<file path="src/rtl/ov7670_frame_writer_if.sv">
// Frame-buffer write port: registered request with address/data, acknowledged by memory.
interface ov7670_frame_writer_if #(
    parameter int ADDR_W = 17
);
    logic              memReq;
    logic [ADDR_W-1:0] memAddr;
    logic [15:0]       memData;
    logic              memAck;

    modport master (output memReq, memAddr, memData, input memAck);
    modport slave  (input memReq, memAddr, memData, output memAck);
endinterface

</file>
<file path="src/rtl/ov7670_frame_writer.sv">
// OV7670 frame writer: frames the pixel stream on vsync, tags each pixel with a linear
// frame-buffer address, buffers {addr,data} in a small FIFO and drains it over req/ack.
//
// state  | meaning
// IDLE   | no frame seen since reset; pixels ignored
// ACTIVE | capturing pixels of the current frame
// DONE   | last pixel of the frame captured; pixels ignored until next vsync
module ov7670_frame_writer #(
    parameter int WIDTH      = 320,
    parameter int HEIGHT     = 240,
    parameter int ADDR_W     = 17,
    parameter int BASE_ADDR  = 0,
    parameter int FIFO_DEPTH = 4
) (
    input  logic                         clk,
    input  logic                         reset,
    input  logic                         vsync,
    input  logic                         newPixel,
    input  logic [15:0]                  pixelData,
    ov7670_frame_writer_if.master        mem,
    output logic                         overflow,
    output logic                         frameDone,
    output logic [7:0]                   frameCount,
    output logic                         busy
);
    localparam int                PTR_W    = $clog2(FIFO_DEPTH);
    localparam logic [ADDR_W-1:0] LAST_IDX = ADDR_W'(WIDTH * HEIGHT - 1);
    localparam logic [ADDR_W-1:0] BASE     = ADDR_W'(BASE_ADDR);

    typedef enum logic [1:0] {IDLE, ACTIVE, DONE} state_t;

    state_t            state;
    logic              vs_s1, vs_s2, vs_d, pix_d1;
    logic              frame_start, pix_edge, capture, push, pop;
    logic [ADDR_W-1:0] pix_idx;
    logic [ADDR_W-1:0] fifo_addr [FIFO_DEPTH];
    logic [15:0]       fifo_data [FIFO_DEPTH];
    logic [PTR_W-1:0]  wr_ptr, rd_ptr, rd_next;
    logic [PTR_W:0]    count;

    assign frame_start = vs_s2 & ~vs_d;
    assign pix_edge    = newPixel & ~pix_d1;
    // frameStart has priority: a pixel arriving with it is discarded
    assign capture     = (state == ACTIVE) & pix_edge & ~frame_start;
    assign pop         = mem.memReq & mem.memAck;
    // a completing write frees its slot in the same cycle, so a full FIFO still accepts
    assign push        = capture & ((count != (PTR_W+1)'(FIFO_DEPTH)) | pop);
    assign rd_next     = rd_ptr + PTR_W'(1);
    assign busy        = (count != '0) | mem.memReq;

    // vsync synchronizer plus edge flops for vsync and newPixel
    always_ff @(posedge clk or negedge reset) begin
        if (!reset) begin
            vs_s1  <= 1'b0;
            vs_s2  <= 1'b0;
            vs_d   <= 1'b0;
            pix_d1 <= 1'b0;
        end else begin
            vs_s1  <= vsync;
            vs_s2  <= vs_s1;
            vs_d   <= vs_s2;
            pix_d1 <= newPixel;
        end
    end

    // frame FSM: pixel index, frame completion pulse and frame counter
    always_ff @(posedge clk or negedge reset) begin
        if (!reset) begin
            state      <= IDLE;
            pix_idx    <= '0;
            frameDone  <= 1'b0;
            frameCount <= 8'd0;
        end else begin
            frameDone <= 1'b0;
            if (frame_start) begin
                state      <= ACTIVE;
                pix_idx    <= '0;
                frameCount <= frameCount + 8'd1;
            end else if (capture) begin
                pix_idx <= pix_idx + ADDR_W'(1);
                if (pix_idx == LAST_IDX) begin
                    state     <= DONE;
                    frameDone <= 1'b1;
                end
            end
        end
    end

    // FIFO storage; entries are only read once written, so no reset is needed
    always_ff @(posedge clk) begin
        if (push) begin
            fifo_addr[wr_ptr] <= BASE + pix_idx;
            fifo_data[wr_ptr] <= pixelData;
        end
    end

    // FIFO pointers, occupancy and sticky overflow; the head stays until its write completes
    always_ff @(posedge clk or negedge reset) begin
        if (!reset) begin
            wr_ptr   <= '0;
            rd_ptr   <= '0;
            count    <= '0;
            overflow <= 1'b0;
        end else begin
            if (push) wr_ptr <= wr_ptr + PTR_W'(1);
            if (pop)  rd_ptr <= rd_next;
            case ({push, pop})
                2'b10:   count <= count + (PTR_W+1)'(1);
                2'b01:   count <= count - (PTR_W+1)'(1);
                default: count <= count;
            endcase
            if (capture && !push) overflow <= 1'b1;
        end
    end

    // memory port: present the FIFO head, advance to the next entry on completion
    always_ff @(posedge clk or negedge reset) begin
        if (!reset) begin
            mem.memReq  <= 1'b0;
            mem.memAddr <= '0;
            mem.memData <= 16'd0;
        end else if (!mem.memReq) begin
            if (count != '0) begin
                mem.memReq  <= 1'b1;
                mem.memAddr <= fifo_addr[rd_ptr];
                mem.memData <= fifo_data[rd_ptr];
            end
        end else if (mem.memAck) begin
            if (count > (PTR_W+1)'(1)) begin
                mem.memAddr <= fifo_addr[rd_next];
                mem.memData <= fifo_data[rd_next];
            end else begin
                mem.memReq <= 1'b0;
            end
        end
    end
endmodule

</file>
<file path="src/flat_wrapper.sv">
// flat-port wrapper written by rule: the top's interface ports become plain ports
module ov7670_frame_writer_flat 
#(
    parameter int WIDTH      = 320,
    parameter int HEIGHT     = 240,
    parameter int ADDR_W     = 17,
    parameter int BASE_ADDR  = 0,
    parameter int FIFO_DEPTH = 4
)
  (clk, reset, vsync, newPixel, pixelData, overflow, frameDone, frameCount, busy, mem_memReq, mem_memAddr, mem_memData, mem_memAck);
  ov7670_frame_writer_if #(.ADDR_W(ADDR_W)) mem_i ();
  input  logic clk;
  input  logic reset;
  input  logic vsync;
  input  logic newPixel;
  input  logic [15:0] pixelData;
  output logic overflow;
  output logic frameDone;
  output logic [7:0] frameCount;
  output logic busy;
  output wire logic [$bits(mem_i.memReq)-1:0] mem_memReq;
  output wire logic [$bits(mem_i.memAddr)-1:0] mem_memAddr;
  output wire logic [$bits(mem_i.memData)-1:0] mem_memData;
  input wire logic [$bits(mem_i.memAck)-1:0] mem_memAck;
  assign mem_memReq = mem_i.memReq;
  assign mem_memAddr = mem_i.memAddr;
  assign mem_memData = mem_i.memData;
  assign mem_i.memAck = mem_memAck;
  ov7670_frame_writer #(.WIDTH(WIDTH), .HEIGHT(HEIGHT), .ADDR_W(ADDR_W), .BASE_ADDR(BASE_ADDR), .FIFO_DEPTH(FIFO_DEPTH)) u_core (.clk(clk), .reset(reset), .vsync(vsync), .newPixel(newPixel), .pixelData(pixelData), .mem(mem_i), .overflow(overflow), .frameDone(frameDone), .frameCount(frameCount), .busy(busy));
endmodule
</file>
<file path="config.mk">
export PLATFORM = sky130hd
export DESIGN_NAME = ov7670_frame_writer_flat
export DESIGN_NICKNAME = d
export VERILOG_FILES = /design/src/rtl/ov7670_frame_writer_if.sv /design/src/rtl/ov7670_frame_writer.sv /design/src/flat_wrapper.sv
export SDC_FILE = /design/constraint.sdc
export NUM_CORES = 1
export LEC_CHECK = 0
export CORE_MARGIN = 4
export CORE_UTILIZATION = 35
export CTS_CLUSTER_SIZE = 30
export DETAILED_ROUTE_END_ITERATION = 8
export PLACE_DENSITY = 0.49
export SETUP_SLACK_MARGIN = 0.3
export SYNTH_ARGS = -nofsm -noshare
export SYNTH_HDL_FRONTEND = slang
export SYNTH_SLANG_ARGS = --single-unit
export TNS_END_PERCENT = 1
</file>
<file path="constraint.sdc">
create_clock -name clk -period 8.2 [get_ports clk]
set_input_delay 0.82 -clock clk [delete_from_list [all_inputs] [get_ports clk]]
set_output_delay 0.82 -clock clk [all_outputs]
set_load 0.05 [all_outputs]
</file>
* Word level (Yosys, flattened, before mapping)
Memory sizes are Yosys's and may differ from the RTL's. Cells that the tools add are included.
Operators by class: add/sub/neg operators 6, multiply operators 0, divide/modulo/power cells 0, $lt $le $gt $ge 1, equal/unequal tests 7, shifts and indexed selects 0, multiplexer cells 23, bitwise gates (word level) 11, reductions and logical operators 9
Operators with widths (number):
- 17-bit two-way mux | 6
- 16-bit two-way mux | 4
- 17-bit by 1-bit adder with 17-bit output (second input constant) | 1
- 17-bit equality test (second input constant) | 1
- 1-bit two-way mux | 9
- 8-bit by 1-bit adder with 8-bit output (second input constant) | 1
- 2-bit nonzero test | 4
- 1-bit AND | 6
- 2-bit two-way mux | 3
- 3-bit case mux with 2 select lines | 1
- 2-bit by 1-bit adder with 2-bit output (second input constant) | 2
- 2-bit by 1-bit equality test with 1-bit output (second input constant) | 2
- 2-bit inequality test (second input constant) | 2
- 3-bit by 1-bit adder with 3-bit output (second input constant) | 1
- 3-bit by 1-bit > comparator with 1-bit output (second input constant) | 1
- 3-bit inequality test (second input constant) | 1
- 1-bit NOT | 3
- 3-bit AND reduction | 1
- 3-bit nonzero test | 1
- 3-bit by 1-bit subtractor with 3-bit output (second input constant) | 1
- 2-bit equality test (second input constant) | 1
- 1-bit bitwise OR | 2
- 2-bit AND reduction | 1
- 1-bit logical AND | 1
- 1-bit logical NOT | 1
Word-level totals: flip-flop bits (word level) 74, latch bits 0, memory bits (writable) 132, bits in read-only memories 0, input port bits 21, output and inout bits 45, logic and storage cells 74, memories 2
Memory list:
- u_core.fifo_addr | depth 4, width 17, read ports 2, clocked after memory_dff 0, wr ports 1, line ov7670_frame_writer.sv:36 | logic [ADDR_W-1:0] fifo_addr [FIFO_DEPTH];
- u_core.fifo_data | depth 4, width 16, read ports 2, clocked after memory_dff 0, wr ports 1, line ov7670_frame_writer.sv:37 | logic [15:0] fifo_data [FIFO_DEPTH];

* Depth between registers and ports, before layout
Gate-level depths: netlist of run 1.
depth in word-level cells 7, gate-level depth with buffers 9, gate-level depth less buffers 8

* Worst setup path after synthesis of run 1
Ideal clock, no wire load.
kind register to register, start point register u_core.mem.memReq, end point memory u_core.fifo_addr[0][0], enable pin, library setup time 0.393 ns, arrival 2.536 ns, data required time 7.807 ns, path slack 5.271 ns, cell stages (with the launch flop) 5, buffers on the path 1, period minus slack after synthesis 2.929 ns, cells stage by stage dfrtp_1 -> buf_2 -> nand2_1 -> a311oi_1 -> and2_1
On the way: longest elaborated chain between the ends 5
RTL lines:
- from (decl) | line ov7670_frame_writer_if.sv:10 | modport master (output memReq, memAddr, memData, input memAck);
- from (signal assigned) | line ov7670_frame_writer.sv:119 | mem.memReq <= 1'b0;
- from (signal assigned) | line ov7670_frame_writer.sv:124 | mem.memReq <= 1'b1;
- from (signal assigned) | line ov7670_frame_writer.sv:133 | mem.memReq <= 1'b0;
- 1-bit AND | line ov7670_frame_writer.sv:45 | assign pop = mem.memReq & mem.memAck;
- 1-bit bitwise OR | line ov7670_frame_writer.sv:47 | assign push = capture & ((count != (PTR_W+1)'(FIFO_DEPTH)) | pop);
- 1-bit AND | line ov7670_frame_writer.sv:47
- 1-bit two-way mux | line ov7670_frame_writer.sv:91 | if (push) begin
- 1-bit two-way mux (implied by the code) | line ov7670_frame_writer.sv:92 | fifo_addr[wr_ptr] <= BASE + pix_idx;
- to (decl) | line ov7670_frame_writer.sv:36
No other way between the ends.

* Final worst setup path of run 1
start point register u_core.mem.memReq, end point memory u_core.fifo_addr[0][1], enable pin
Same word-level chain as after synthesis.

==> results of run 1 <==
[sequential cells by signal, summed over array words and instances (netlist names), 2 cells and up]
| name | flops |
|---|---|
| u_core.rd_ptr | 2 |
| u_core.frameCount | 8 |
| u_core.wr_ptr | 2 |
| u_core.mem.memData | 16 |
| u_core.mem.memAddr | 17 |
| u_core.pix_idx | 17 |
| u_core.fifo_addr | 68 |
| u_core.fifo_data | 64 |
| u_core.state | 2 |
| u_core.count | 3 |
[area by class of cell]
cell class | count | area, um^2
fill | 2292 | 14600
inverter | 8 | 30.0
clock inverter | 8 | 43.8
sequential | 206 | 5820
multi-input combinational | 438 | 3030
timing repair buffer | 79 | 753
tap | 330 | 413
clock buffer | 36 | 677
[path summary, 6_finish.rpt]
path                            slack [ns]                endpoint         startpoint
worst max-delay path                  4.59  u_core.fifo_addr[0][1]  u_core.mem.memReq
min in group clk                      0.35            u_core.vs_s2       u_core.vs_s1
worst min-delay path                  0.20    u_core.frameCount[4]              reset
max in group asynchronous             6.87       u_core.mem.memReq              reset
worst max register to register        4.59  u_core.fifo_addr[0][1]  u_core.mem.memReq
worst min register to register        0.35            u_core.vs_s2       u_core.vs_s1
[power breakdown]
group / internal, W / switching (W) / total [W]
Sequential: 0.00129 / 0.000103 / 0.00139
Clock: 0.000570 / 0.000409 / 0.000978
Combinational: 0.000662 / 0.00114 / 0.00181
Total: 0.00252 / 0.00165 / 0.00417
[metrics by stage]
step           power, W  util [%]
3_3_place_gp    0.00319      39.7
4_1_cts         0.00422      42.5
5_1_grt         0.00440      42.5
3_5_place_dp    0.00323      39.7
6_report        0.00417      42.5
2_1_floorplan   0.00268         -
[critical path: cells and delay by family (launching register included)]
family / cells / cell delay [ns]
flops: 1 / 0.34
simple gates: 2 / 1.13
buf+inv: 2 / 1.00
compound gates: 1 / 0.79
[per-layer routing]
layer / track usage [%] / vias up / wire [um]
li1: - / 2784 / -
met1: 20.4 / 3071 / 9870
met2: 27.0 / 158 / 11100
met3: 2.24 / 40 / 1000
met4: 4.76 / 0 / 506
met5: 0 / - / 0
[layout by cell type, fill, tap and decap left out, drive strengths merged, types with 7 or more instances in the layout]
cell type      Yosys  final
dfrtp             74     74
ha                11     11
a31o              32     32
clkdlybuf4s50      0     64
xnor2             17     17
o21ai              7      7
clkbuf            41     36
nand2b            36     36
a31oi             34     34
mux2              33     33
nand2             87     87
nand3              8      8
a221oi            32     32
edfxtp           132    132
inv                8      8
a21oi             39     39
a22o              32     32
buf               13     15
nor2              20     20
[cell families after synthesis]
kind of cell | after synthesis | share of synthesized area (%)
XOR/XNOR | 21 | 2.02
multiplexers | 34 | 4.20
AND/OR/NAND/NOR | 184 | 10.2
buffers and inverters | 62 | 2.78
AO/OA/AOI/OAI | 188 | 15.3
flip-flops | 206 | 64.0
adder cells (fa/ha/maj) | 11 | 1.52
==> Flow_metrics.wiki, run 1 <==
{| class="wikitable"
! Metric !! Value
|-
| Outcome || finished, final reports clean
|-
| Pins Over Slew Limit || 0
|-
| Sequential fraction of the synthesis area || 64.0%
|-
| Synth top area share || 43.6%
|-
| Post-CTS Hold Buffers || 0
|-
| Gr usage total || 15.6%
|-
| RSZ-0062 raised after global routing || false
|-
| Worst Path Arrival || 3.79 ns
|-
| Cell with the most instances after synthesis || edfxtp_1
|-
| Minimum clock period || 3.61 ns
|-
| Total of flip-flops plus latches after synthesis || 206
|-
| Final TNS setup || 0 ns
|-
| Worst-case clock buffer depth || 3
|-
| Initial cell density of the core || 35.9%
|-
| Count of placed standard cells including taps || 1061
|-
| Antenna Violating Nets Remaining || 0
|-
| Unique cell type count in the Yosys netlist || 46
|-
| Critical-path top delay cell || and2_1
|-
| Chip Height || 169 um
|-
| Static Leakage || 3.83 nW
|-
| Syn_area_per_cell || 12.9 um^2
|-
| Number of antenna violations at the first check in global routing || 0
|-
| Final Routed Wirelength || 22500 um
|-
| Delay of the slowest cell on the worst path || 0.88 ns
|-
| Core Footprint || 0.0253 mm^2
|-
| Area of the die || 0.0286 mm^2
|-
| Worst-Skew Late Latency || 0.51 ns
|-
| Max transition margin || 31.8%
|-
| Finished Layout Cells || 1105
|-
| Final #Nets || 789
|-
| Clock tree from TritonCTS || done
|-
| Wire length of the first global-routing pass || 35600 um
|-
| Share of final-layout standard cells stronger than drive strength 1 || 16.0%
|-
| Per-cell via count in the routed design || 5.48
|-
| Cell at the root of the clock tree || clkbuf_16
|-
| Power density over the cells || 388 mW/mm^2
|-
| Final worst setup slack || 4.59 ns
|-
| Setup clock skew after layout || 0.0158 ns
|-
| Pin count of the biggest net entering global routing || 77
|-
| Dominant register cell in the synthesized netlist || edfxtp_1
|-
| Global route overflow || 0
|-
| DP Worst Slack || 4.20 ns
|-
| Count of unresolved DRC violations after routing || 0
|-
| Crit path cell chain || buf_4 > nand2_1 > a311oi_1 > and2_1 > buf_4
|-
| Number of design-rule violations left by the first detailed-router iteration || 473
|-
| Final hold vios || 0
|-
| Tightest Hold Check Type || in2async
|-
| Final design area excluding fillers || 0.0108 mm^2
|-
| Synthesized netlist cell count || 706
|-
| Warning count from the yosys run || 0
|-
| Depth of the worst register-to-register path || 5
|-
| Min Hold Slack || 0.203 ns
|-
| Top post-synthesis cells by count || edfxtp_1, nand2_1, dfrtp_1
|-
| Syn Std Cell Area || 0.00908 mm^2
|-
| Post-CTS repair timing setup buffer count || 0
|-
| Setup violators final || 0
|-
| Synth area leaders || edfxtp_1, dfrtp_1, mux2_2
|-
| RD Place Congestion || 0.754
|-
| Routed wirelength normalized by instance count || 20.4 um
|-
| IO Count || 66
|-
| Placement-stage cell area || 0.0100 mm^2
|-
| Synth async-reset ratio || 35.9%
|-
| Area leader, netlist || edfxtp_1
|-
| CP most frequent cell || buf_4
|-
| Critical path launch point type || register
|-
| Horizontal die dimension || 169 um
|-
| Clock transition time at the flip-flop clock pins of the worst setup and hold paths || 0.06 ns
|-
| Critical path data required time || 8.39 ns
|-
| Via count of the first global-routing pass || 6400
|-
| Estimated wirelength of the detail-placed design || 13100 um
|-
| Max cap viols || 0
|-
| Post-CTS resize count || 0
|-
| Fmax || 277 MHz
|-
| Start-to-end type of the worst setup path || reg2reg
|-
| Port buffer count || 65
|-
| Total via count after detailed routing || 6053
|-
| Syn nets || 738
|-
| Level count of the clock H-tree || 1
|-
| Count of flip-flops with a built-in enable after synthesis || 132
|-
| Layout overhead on the synthesized area || 18.6%
|-
| Ant. Diodes || 0
|-
| Total number of clock tree sinks || 206
|-
| CP endpoint kind || register
|-
| Worst-case vdd ir drop || 0.411 mV
|-
| Actual transition at the worst max-transition pin || 1.02 ns
|-
| Number of detailed-route iterations in the first pass || 4
|-
| Highest fanout seen on the critical path || 76
|-
| Row Count || 58
|-
| Number of buffers inserted during clock tree synthesis || 24
|-
| Final worst path period share || 44.0%
|}
Note: power is estimated with default switching activity, not from simulation.
==> run 2, diff against run 1 <==
==> constraint.sdc (replaced) <==
create_clock -name clk -period 3.7 [get_ports clk]
set_input_delay 0.37 -clock clk [delete_from_list [all_inputs] [get_ports clk]]
set_output_delay 0.37 -clock clk [all_outputs]
set_load 0.05 [all_outputs]
==> Flow_metrics.wiki, run 2 (synthesis gave the netlist of run 1 again) <==
{| class="wikitable"
! Metric !! Value
|-
| Outcome || finished, final reports clean
|-
| Delay of the slowest cell on the worst path || 0.80 ns (-0.08 ns)
|-
| Start-to-end type of the worst setup path || reg2out
|-
| Highest fanout seen on the critical path || 49 (-36%)
|-
| Final TNS setup || 0 ns (unchanged)
|-
| Global route overflow || 0 (unchanged)
|-
| Final worst path period share || 83.2%
|-
| RSZ-0062 raised after global routing || false
|-
| Worst-Skew Late Latency || 0.51 ns (about the same)
|-
| Static Leakage || 3.94 nW (+2.8%)
|-
| Count of unresolved DRC violations after routing || 0 (unchanged)
|-
| Pin count of the biggest net entering global routing || 53 (-31%)
|-
| CP endpoint kind || output pin
|-
| Clock transition time at the flip-flop clock pins of the worst setup and hold paths || 0.06 ns (about the same)
|-
| Minimum clock period || 3.08 ns
|-
| Setup clock skew after layout || 0.0200 ns (+0.00420 ns)
|-
| Row Count || 58 (unchanged)
|-
| Number of design-rule violations left by the first detailed-router iteration || 379 (-20%)
|-
| Ant. Diodes || 0 (unchanged)
|-
| Gr usage total || 16.2% (+0.59 points)
|-
| Most frequent standard cell in the layout excluding fill and tap cells || edfxtp_1
|-
| Max transition margin || 32.0% (+0.22 points)
|-
| Setup violators final || 0 (unchanged)
|-
| End of the worst hold path || u_core.vs_s1
|-
| Actual transition at the worst max-transition pin || 1.02 ns (-0.00358 ns)
|-
| Commonest cells after routing, fill and taps aside || edfxtp_1, nand2_1, dfrtp_1, clkdlybuf4s50_1, a21oi_1
|-
| Fraction of the core area covered by cells at the end of the flow || 43.4% (+0.85 points)
|-
| Top Registers || u_core.fifo_addr: 68 flops, u_core.fifo_data: 64 flops
|-
| Cell at the root of the clock tree || clkbuf_16
|-
| Number of buffers inserted during clock tree synthesis || 24 (unchanged)
|-
| Min Hold Slack || 0.327 ns (+0.125 ns)
|-
| Reg-to-reg endpoint || u_core.mem.memAddr[9]
|-
| Layout overhead on the synthesized area || 20.9%
|-
| Critical-path top delay cell || clkdlybuf4s50_1
|-
| Fmax || 325 MHz
|-
| Level count of the clock H-tree || 1 (unchanged)
|-
| Tightest Hold Check Type || in2reg
|-
| Pins Over Slew Limit || 0 (unchanged)
|-
| Worst-case vdd ir drop || 0.907 mV (+120%)
|-
| Per-cell via count in the routed design || 5.50 (+0.49%)
|-
| Max cap viols || 0 (unchanged)
|-
| Final design area excluding fillers || 0.0110 mm^2 (+2.0%)
|-
| IO Count || 66 (unchanged)
|-
| Number of detailed-route iterations in the first pass || 5 (+1)
|-
| Number of flip-flops under the largest register name || 68 (unchanged)
|-
| Core Footprint || 0.0253 mm^2 (unchanged)
|-
| Horizontal die dimension || 169 um (unchanged)
|-
| Share of final-layout standard cells stronger than drive strength 1 || 17.8% (+1.8 points)
|-
| Final #Nets || 799 (+1.3%)
|-
| Wire length of the first global-routing pass || 37000 um (+4.1%)
|-
| Clock tree from TritonCTS || done
|-
| Source of the worst hold timing path || vsync
|-
| Port buffer count || 65 (unchanged)
|-
| Antenna Violating Nets Remaining || 0 (unchanged)
|-
| Post-CTS resize count || 0 (unchanged)
|-
| Number of antenna violations at the first check in global routing || 0 (unchanged)
|-
| Final hold vios || 0 (unchanged)
|-
| Via count of the first global-routing pass || 6499 (+1.5%)
|-
| Estimated wirelength of the detail-placed design || 14000 um (+6.5%)
|-
| Register bank with the most flops || u_core.fifo_addr
|-
| Worst-case clock buffer depth || 3 (unchanged)
|-
| Depth of the worst hold-timing path || 1
|-
| Placement-stage cell area || 0.0101 mm^2 (+0.87%)
|-
| Routed wirelength normalized by instance count || 20.8 um (+2.0%)
|-
| Chip Height || 169 um (unchanged)
|-
| Total via count after detailed routing || 6138 (+1.4%)
|-
| Critical path launch point type || register
|-
| Initial cell density of the core || 35.9% (unchanged)
|-
| Origin of the critical flop-to-flop path || u_core.mem.memReq
|-
| Depth of the worst register-to-register path || 6 (+1)
|-
| Post-CTS Hold Buffers || 1 (+1)
|-
| Worst Path Arrival || 2.71 ns (-1.08 ns)
|-
| Critical path data required time || 3.33 ns (-5.06 ns)
|-
| Power density over the cells || 875 mW/mm^2 (+130%)
|-
| Setup slack, reg-to-reg || 1.02 ns (-3.57 ns)
|-
| RD Place Congestion || 0.714 (-5.3%)
|-
| Area of the die || 0.0286 mm^2 (unchanged)
|-
| Crit path cell chain || buf_4 > nor2_1 > nand2_1 > clkdlybuf4s50_1
|-
| Total number of clock tree sinks || 206 (unchanged)
|-
| Final Routed Wirelength || 23200 um (+2.9%)
|-
| Post-CTS repair timing setup buffer count || 0 (unchanged)
|-
| Filler Cell Count || 2290 (-0.087%)
|}
[run 2: cell count changes in the layout (fill, tap and decap cells not counted), sizes merged]
cell and delta:
clkinvlp +1, bufinv +4, inv +1, dlygate4sd3 +1, clkinv +2, buf +9
clkbuf -8
[run 2: per-layer routing]
| metal | track usage (%) | wire, um |
|---|---|---|
| met1 | 21.5 | 10200 |
| met2 | 28.0 | 11500 |
| met3 | 2.38 | 1030 |
| met4 | 4.06 | 449 |
| met5 | 0 | 0 |
[run 2: critical path, delay by kind of cell (launching register included)]
kind / cells / cell delay [ns]
buf+inv: 2 / 1.34
flops: 1 / 0.66
simple gates: 2 / 0.20
[run 2: power by group]
group,internal (W),switching (W)
sequential,0.00285,0.000401
combinational,0.00150,0.00240
clock,0.00153,0.000935
total,0.00588,0.00374
[run 2: area by class of cell]
cell class / count / area (um^2) / area share (%)
Sequential cell: 206 / 5820 / 53.0
Multi-Input combinational cell: 438 / 3030 / 27.6
Timing Repair Buffer: 89 / 856 / 7.79
Clock buffer: 28 / 647 / 5.89
Tap cell: 330 / 413 / 3.76
Clock inverter: 16 / 193 / 1.75
Inverter: 8 / 30.0 / 0.273
[run 2: per-stage QoR]
stage | total power (W) | worst slack, ns | std cells
2_1_floorplan | 0.00593 | 0.771 | 706
3_3_place_gp | 0.00713 | 1.05 | 1070
3_5_place_dp | 0.00721 | 1.00 | 1070
4_1_cts | 0.00973 | 0.603 | 1115
5_1_grt | 0.0101 | 0.467 | 1115
6_report | 0.00962 | 0.622 | 1115
[run 2: worst max-delay path by stage]
stage / from / to / slack (ns) / cells past startpoint
finish: u_core.mem.memReq / busy / 0.62 / 4
global route: u_core.mem.memReq / busy / 0.47 / 4
CTS: u_core.mem.memReq / busy / 0.60 / 4
detailed placement: u_core.mem.memReq / u_core.mem.memAddr[0] / 1.00 / 6
global placement: u_core.mem.memReq / u_core.mem.memAddr[9] / 1.05 / 6
floorplan: u_core.mem.memReq / u_core.fifo_addr[0][0] / 0.77 / 4
==> run 3, diff against run 2 <==
--- a/config.mk
+++ b/config.mk
@@ -9,7 +9,7 @@
 export CORE_UTILIZATION = 35
 export CTS_CLUSTER_SIZE = 30
 export DETAILED_ROUTE_END_ITERATION = 8
-export PLACE_DENSITY = 0.49
+export PLACE_DENSITY = 0.51
 export SETUP_SLACK_MARGIN = 0.3
 export SYNTH_ARGS = -nofsm -noshare
 export SYNTH_HDL_FRONTEND = slang
==> constraint.sdc (replaced) <==
create_clock -name clk -period 2.5 [get_ports clk]
set_input_delay 0.25 -clock clk [delete_from_list [all_inputs] [get_ports clk]]
set_output_delay 0.25 -clock clk [all_outputs]
set_load 0.05 [all_outputs]
==> Flow_metrics.wiki, run 3 (synthesis gave the netlist of run 1 again) <==
{| class="wikitable"
! Metric !! Value
|-
| Filler Cell Count || 2275 (-0.66%)
|-
| Total via count after detailed routing || 6165 (+0.44%)
|-
| Setup violators final || 0 (unchanged)
|-
| Final worst setup slack || 0.488 ns (-0.134 ns)
|-
| Worst-case vdd ir drop || 1.19 mV (+31%)
|-
| Core Footprint || 0.0253 mm^2 (unchanged)
|-
| Layout overhead on the synthesized area || 22.0%
|-
| Static Leakage || 3.99 nW (+1.2%)
|-
| Power density over the cells || 1290 mW/mm^2 (+48%)
|-
| Chip Height || 169 um (unchanged)
|-
| Final Routed Wirelength || 22600 um (-2.4%)
|-
| Share of power burned in the clock network || 25.2% (-0.5 points)
|-
| IO Count || 66 (unchanged)
|-
| Total number of clock tree sinks || 206 (unchanged)
|-
| Number of detailed-route iterations in the first pass || 5 (unchanged)
|-
| Setup slack, reg-to-reg || 0.49 ns (-0.53 ns)
|-
| Delay of the slowest cell on the worst path || 0.43 ns (-0.37 ns)
|-
| Fraction of the core area covered by cells at the end of the flow || 43.8% (+0.39 points)
|-
| Number of design-rule violations left by the first detailed-router iteration || 449 (+18%)
|-
| Pins Over Slew Limit || 0 (unchanged)
|-
| Minimum clock period || 2.01 ns
|-
| RSZ-0062 raised after global routing || false
|-
| Post-CTS repair timing setup buffer count || 0 (unchanged)
|-
| Cell at the root of the clock tree || clkbuf_16
|-
| Number of antenna violations at the first check in global routing || 0 (unchanged)
|-
| Top Registers || u_core.fifo_addr: 68 flops, u_core.fifo_data: 64 flops
|-
| Horizontal die dimension || 169 um (unchanged)
|-
| Wire length of the first global-routing pass || 36000 um (-2.8%)
|-
| Crit path cell chain || inv_1 > ha_1 > a311oi_2 > buf_4 > inv_1 > ha_1 > mux2i_1 > nor2_1 > xor2_1
|-
| Port buffer count || 65 (unchanged)
|-
| Register bank with the most flops || u_core.fifo_addr
|-
| Final worst path period share || 80.5%
|-
| Switching Share || 38.2% (-0.64 points)
|-
| Commonest cells after routing, fill and taps aside || edfxtp_1, nand2_1, dfrtp_1, clkdlybuf4s50_1, a21oi_1
|-
| RD Place Congestion || 0.755 (+5.7%)
|-
| Ant. Diodes || 0 (unchanged)
|-
| Global route overflow || 0 (unchanged)
|-
| Sequential Power Share || 32.4% (-1.4 points)
|-
| End of the worst hold path || u_core.vs_s1
|-
| Reg-to-reg endpoint || u_core.count[2]
|-
| Crit path buffers/inverters || 3 (+1)
|-
| Pin count of the biggest net entering global routing || 72 (+36%)
|-
| Start-to-end type of the worst setup path || reg2reg
|-
| Source of the worst hold timing path || vsync
|-
| Combinational share of power || 42.4% (+1.9 points)
|-
| Tightest Hold Check Type || in2reg
|-
| Area of the die || 0.0286 mm^2 (unchanged)
|-
| Sw Pwr || 0.00548 W (+47%)
|-
| DP Worst Slack || 0.209 ns (-0.795 ns)
|-
| Setup clock skew after layout || 0.0166 ns (-0.00339 ns)
|-
| Depth of the worst hold-timing path || 1 (unchanged)
|-
| Worst-case clock buffer depth || 3 (unchanged)
|-
| Origin of the critical flop-to-flop path || u_core.count[0]
|-
| Fmax || 497 MHz
|-
| Critical path launch point type || register
|-
| Final #Nets || 803 (+0.50%)
|-
| Antenna Violating Nets Remaining || 0 (unchanged)
|-
| Routed wirelength normalized by instance count || 20.2 um (-2.7%)
|-
| Outcome || finished, final reports clean
|-
| Final hold vios || 0 (unchanged)
|-
| Clock tree from TritonCTS || done
|-
| Row Count || 58 (unchanged)
|-
| Total internal power || 0.00886 W (+51%)
|-
| Via count of the first global-routing pass || 6394 (-1.6%)
|-
| Top delay family on crit path || adder cells
|-
| Count of unresolved DRC violations after routing || 0 (unchanged)
|-
| Level count of the clock H-tree || 1 (unchanged)
|-
| Clock transition time at the flip-flop clock pins of the worst setup and hold paths || 0.06 ns (about the same)
|-
| Gr usage total || 15.7% (-0.46 points)
|-
| Per-cell via count in the routed design || 5.51 (+0.17%)
|-
| Worst-Skew Late Latency || 0.51 ns (about the same)
|-
| Number of flip-flops under the largest register name || 68 (unchanged)
|-
| Share of final-layout standard cells stronger than drive strength 1 || 18.8% (+0.95 points)
|-
| Critical-path top delay cell || dfrtp_1
|-
| Actual transition at the worst max-transition pin || 0.810 ns (-0.207 ns)
|-
| Critical path data required time || 2.89 ns (-0.44 ns)
|-
| Depth of the worst register-to-register path || 9 (+3)
|-
| Initial cell density of the core || 35.9% (unchanged)
|-
| Estimated wirelength of the detail-placed design || 13700 um (-1.7%)
|-
| Max cap viols || 0 (unchanged)
|-
| Highest fanout seen on the critical path || 8 (-84%)
|-
| Number of buffers inserted during clock tree synthesis || 23 (-4.2%)
|-
| Worst Path Arrival || 2.40 ns (-0.31 ns)
|-
| CP endpoint kind || register
|-
| Max transition margin || 46.0% (+14 points)
|-
| Most frequent standard cell in the layout excluding fill and tap cells || edfxtp_1
|-
| Final TNS setup || 0 ns (unchanged)
|}
==> run 3: cell types whose count changed in the layout (fill, tap and decap cells not counted), moves of 2 or more <==
cell,change
buf_12,+6
and2_1,-5
clkbuf_1,+5
clkbuf_8,+5
and2_4,+4
clkinv_2,-4
clkinvlp_4,-3
clkbuf_16,-2
clkdlybuf4s50_1,-2
clkinv_1,-2
==> run 3: how the worst max path moves through the flow <==
stage / end / from / cells after the start / slack [ns]
after global routing: u_core.mem.memAddr[11] / u_core.count[1] / 7 / 0.38
after detailed placement: u_core.pix_idx[15] / newPixel / 5 / 0.21
after global placement: u_core.pix_idx[15] / newPixel / 5 / 0.22
final: u_core.count[2] / u_core.count[0] / 9 / 0.49
after CTS: u_core.mem.memAddr[9] / u_core.count[0] / 7 / 0.33
after floorplan: u_core.fifo_addr[0][0] / u_core.mem.memReq / 4 / 0.36
==> run 3: final cells by class <==
| cell class | instances | area, um^2 | area share, % |
|---|---|---|---|
| clock inverters | 6 | 134 | 1.21 |
| inverters | 8 | 30.0 | 0.271 |
| flip-flops and latches | 206 | 5820 | 52.5 |
| multi-input cells | 438 | 3040 | 27.4 |
| repair buffers | 94 | 963 | 8.69 |
| well taps | 330 | 413 | 3.73 |
| clock buffers | 36 | 684 | 6.17 |
==> run 3: through the flow <==
stage                     hold slack, ns  power, W  instances  cell area (um^2)
after CTS                          0.169    0.0145       1118             11100
after detailed placement           0.340    0.0108       1075             10300
after global placement             0.345    0.0107       1075             10300
after floorplan                  -0.0456   0.00880        706              9100
final                              0.187    0.0143       1118             11100
after global routing               0.184    0.0151       1118             11100
==> run 3: what timing repair did <==
item	4_1_cts	5_1_grt
setup endpoints to repair	0	21
resized for setup	0	1
hold buffers	1	0
endpoints found under the hold margin	55	0
==> run 3: metal layers <==
layer  global-route usage, %  wire [um]  vias to the layer above
met5                       0          0                        -
met3                    2.45       1010                       34
met1                    20.7       9880                     3159
li1                        -          -                     2812
met4                    3.54        384                        0
met2                    27.5      11300                      160
==> run 3: power by group through the flow <==
stage | registers [W] | logic (W) | clock network [W]
2_1_floorplan | 0.00566 | 0.00314 | 0
3_3_place_gp | 0.00468 | 0.00603 | 0
3_5_place_dp | 0.00471 | 0.00612 | 0
4_1_cts | 0.00465 | 0.00614 | 0.00370
5_1_grt | 0.00472 | 0.00652 | 0.00386
6_report | 0.00464 | 0.00608 | 0.00361
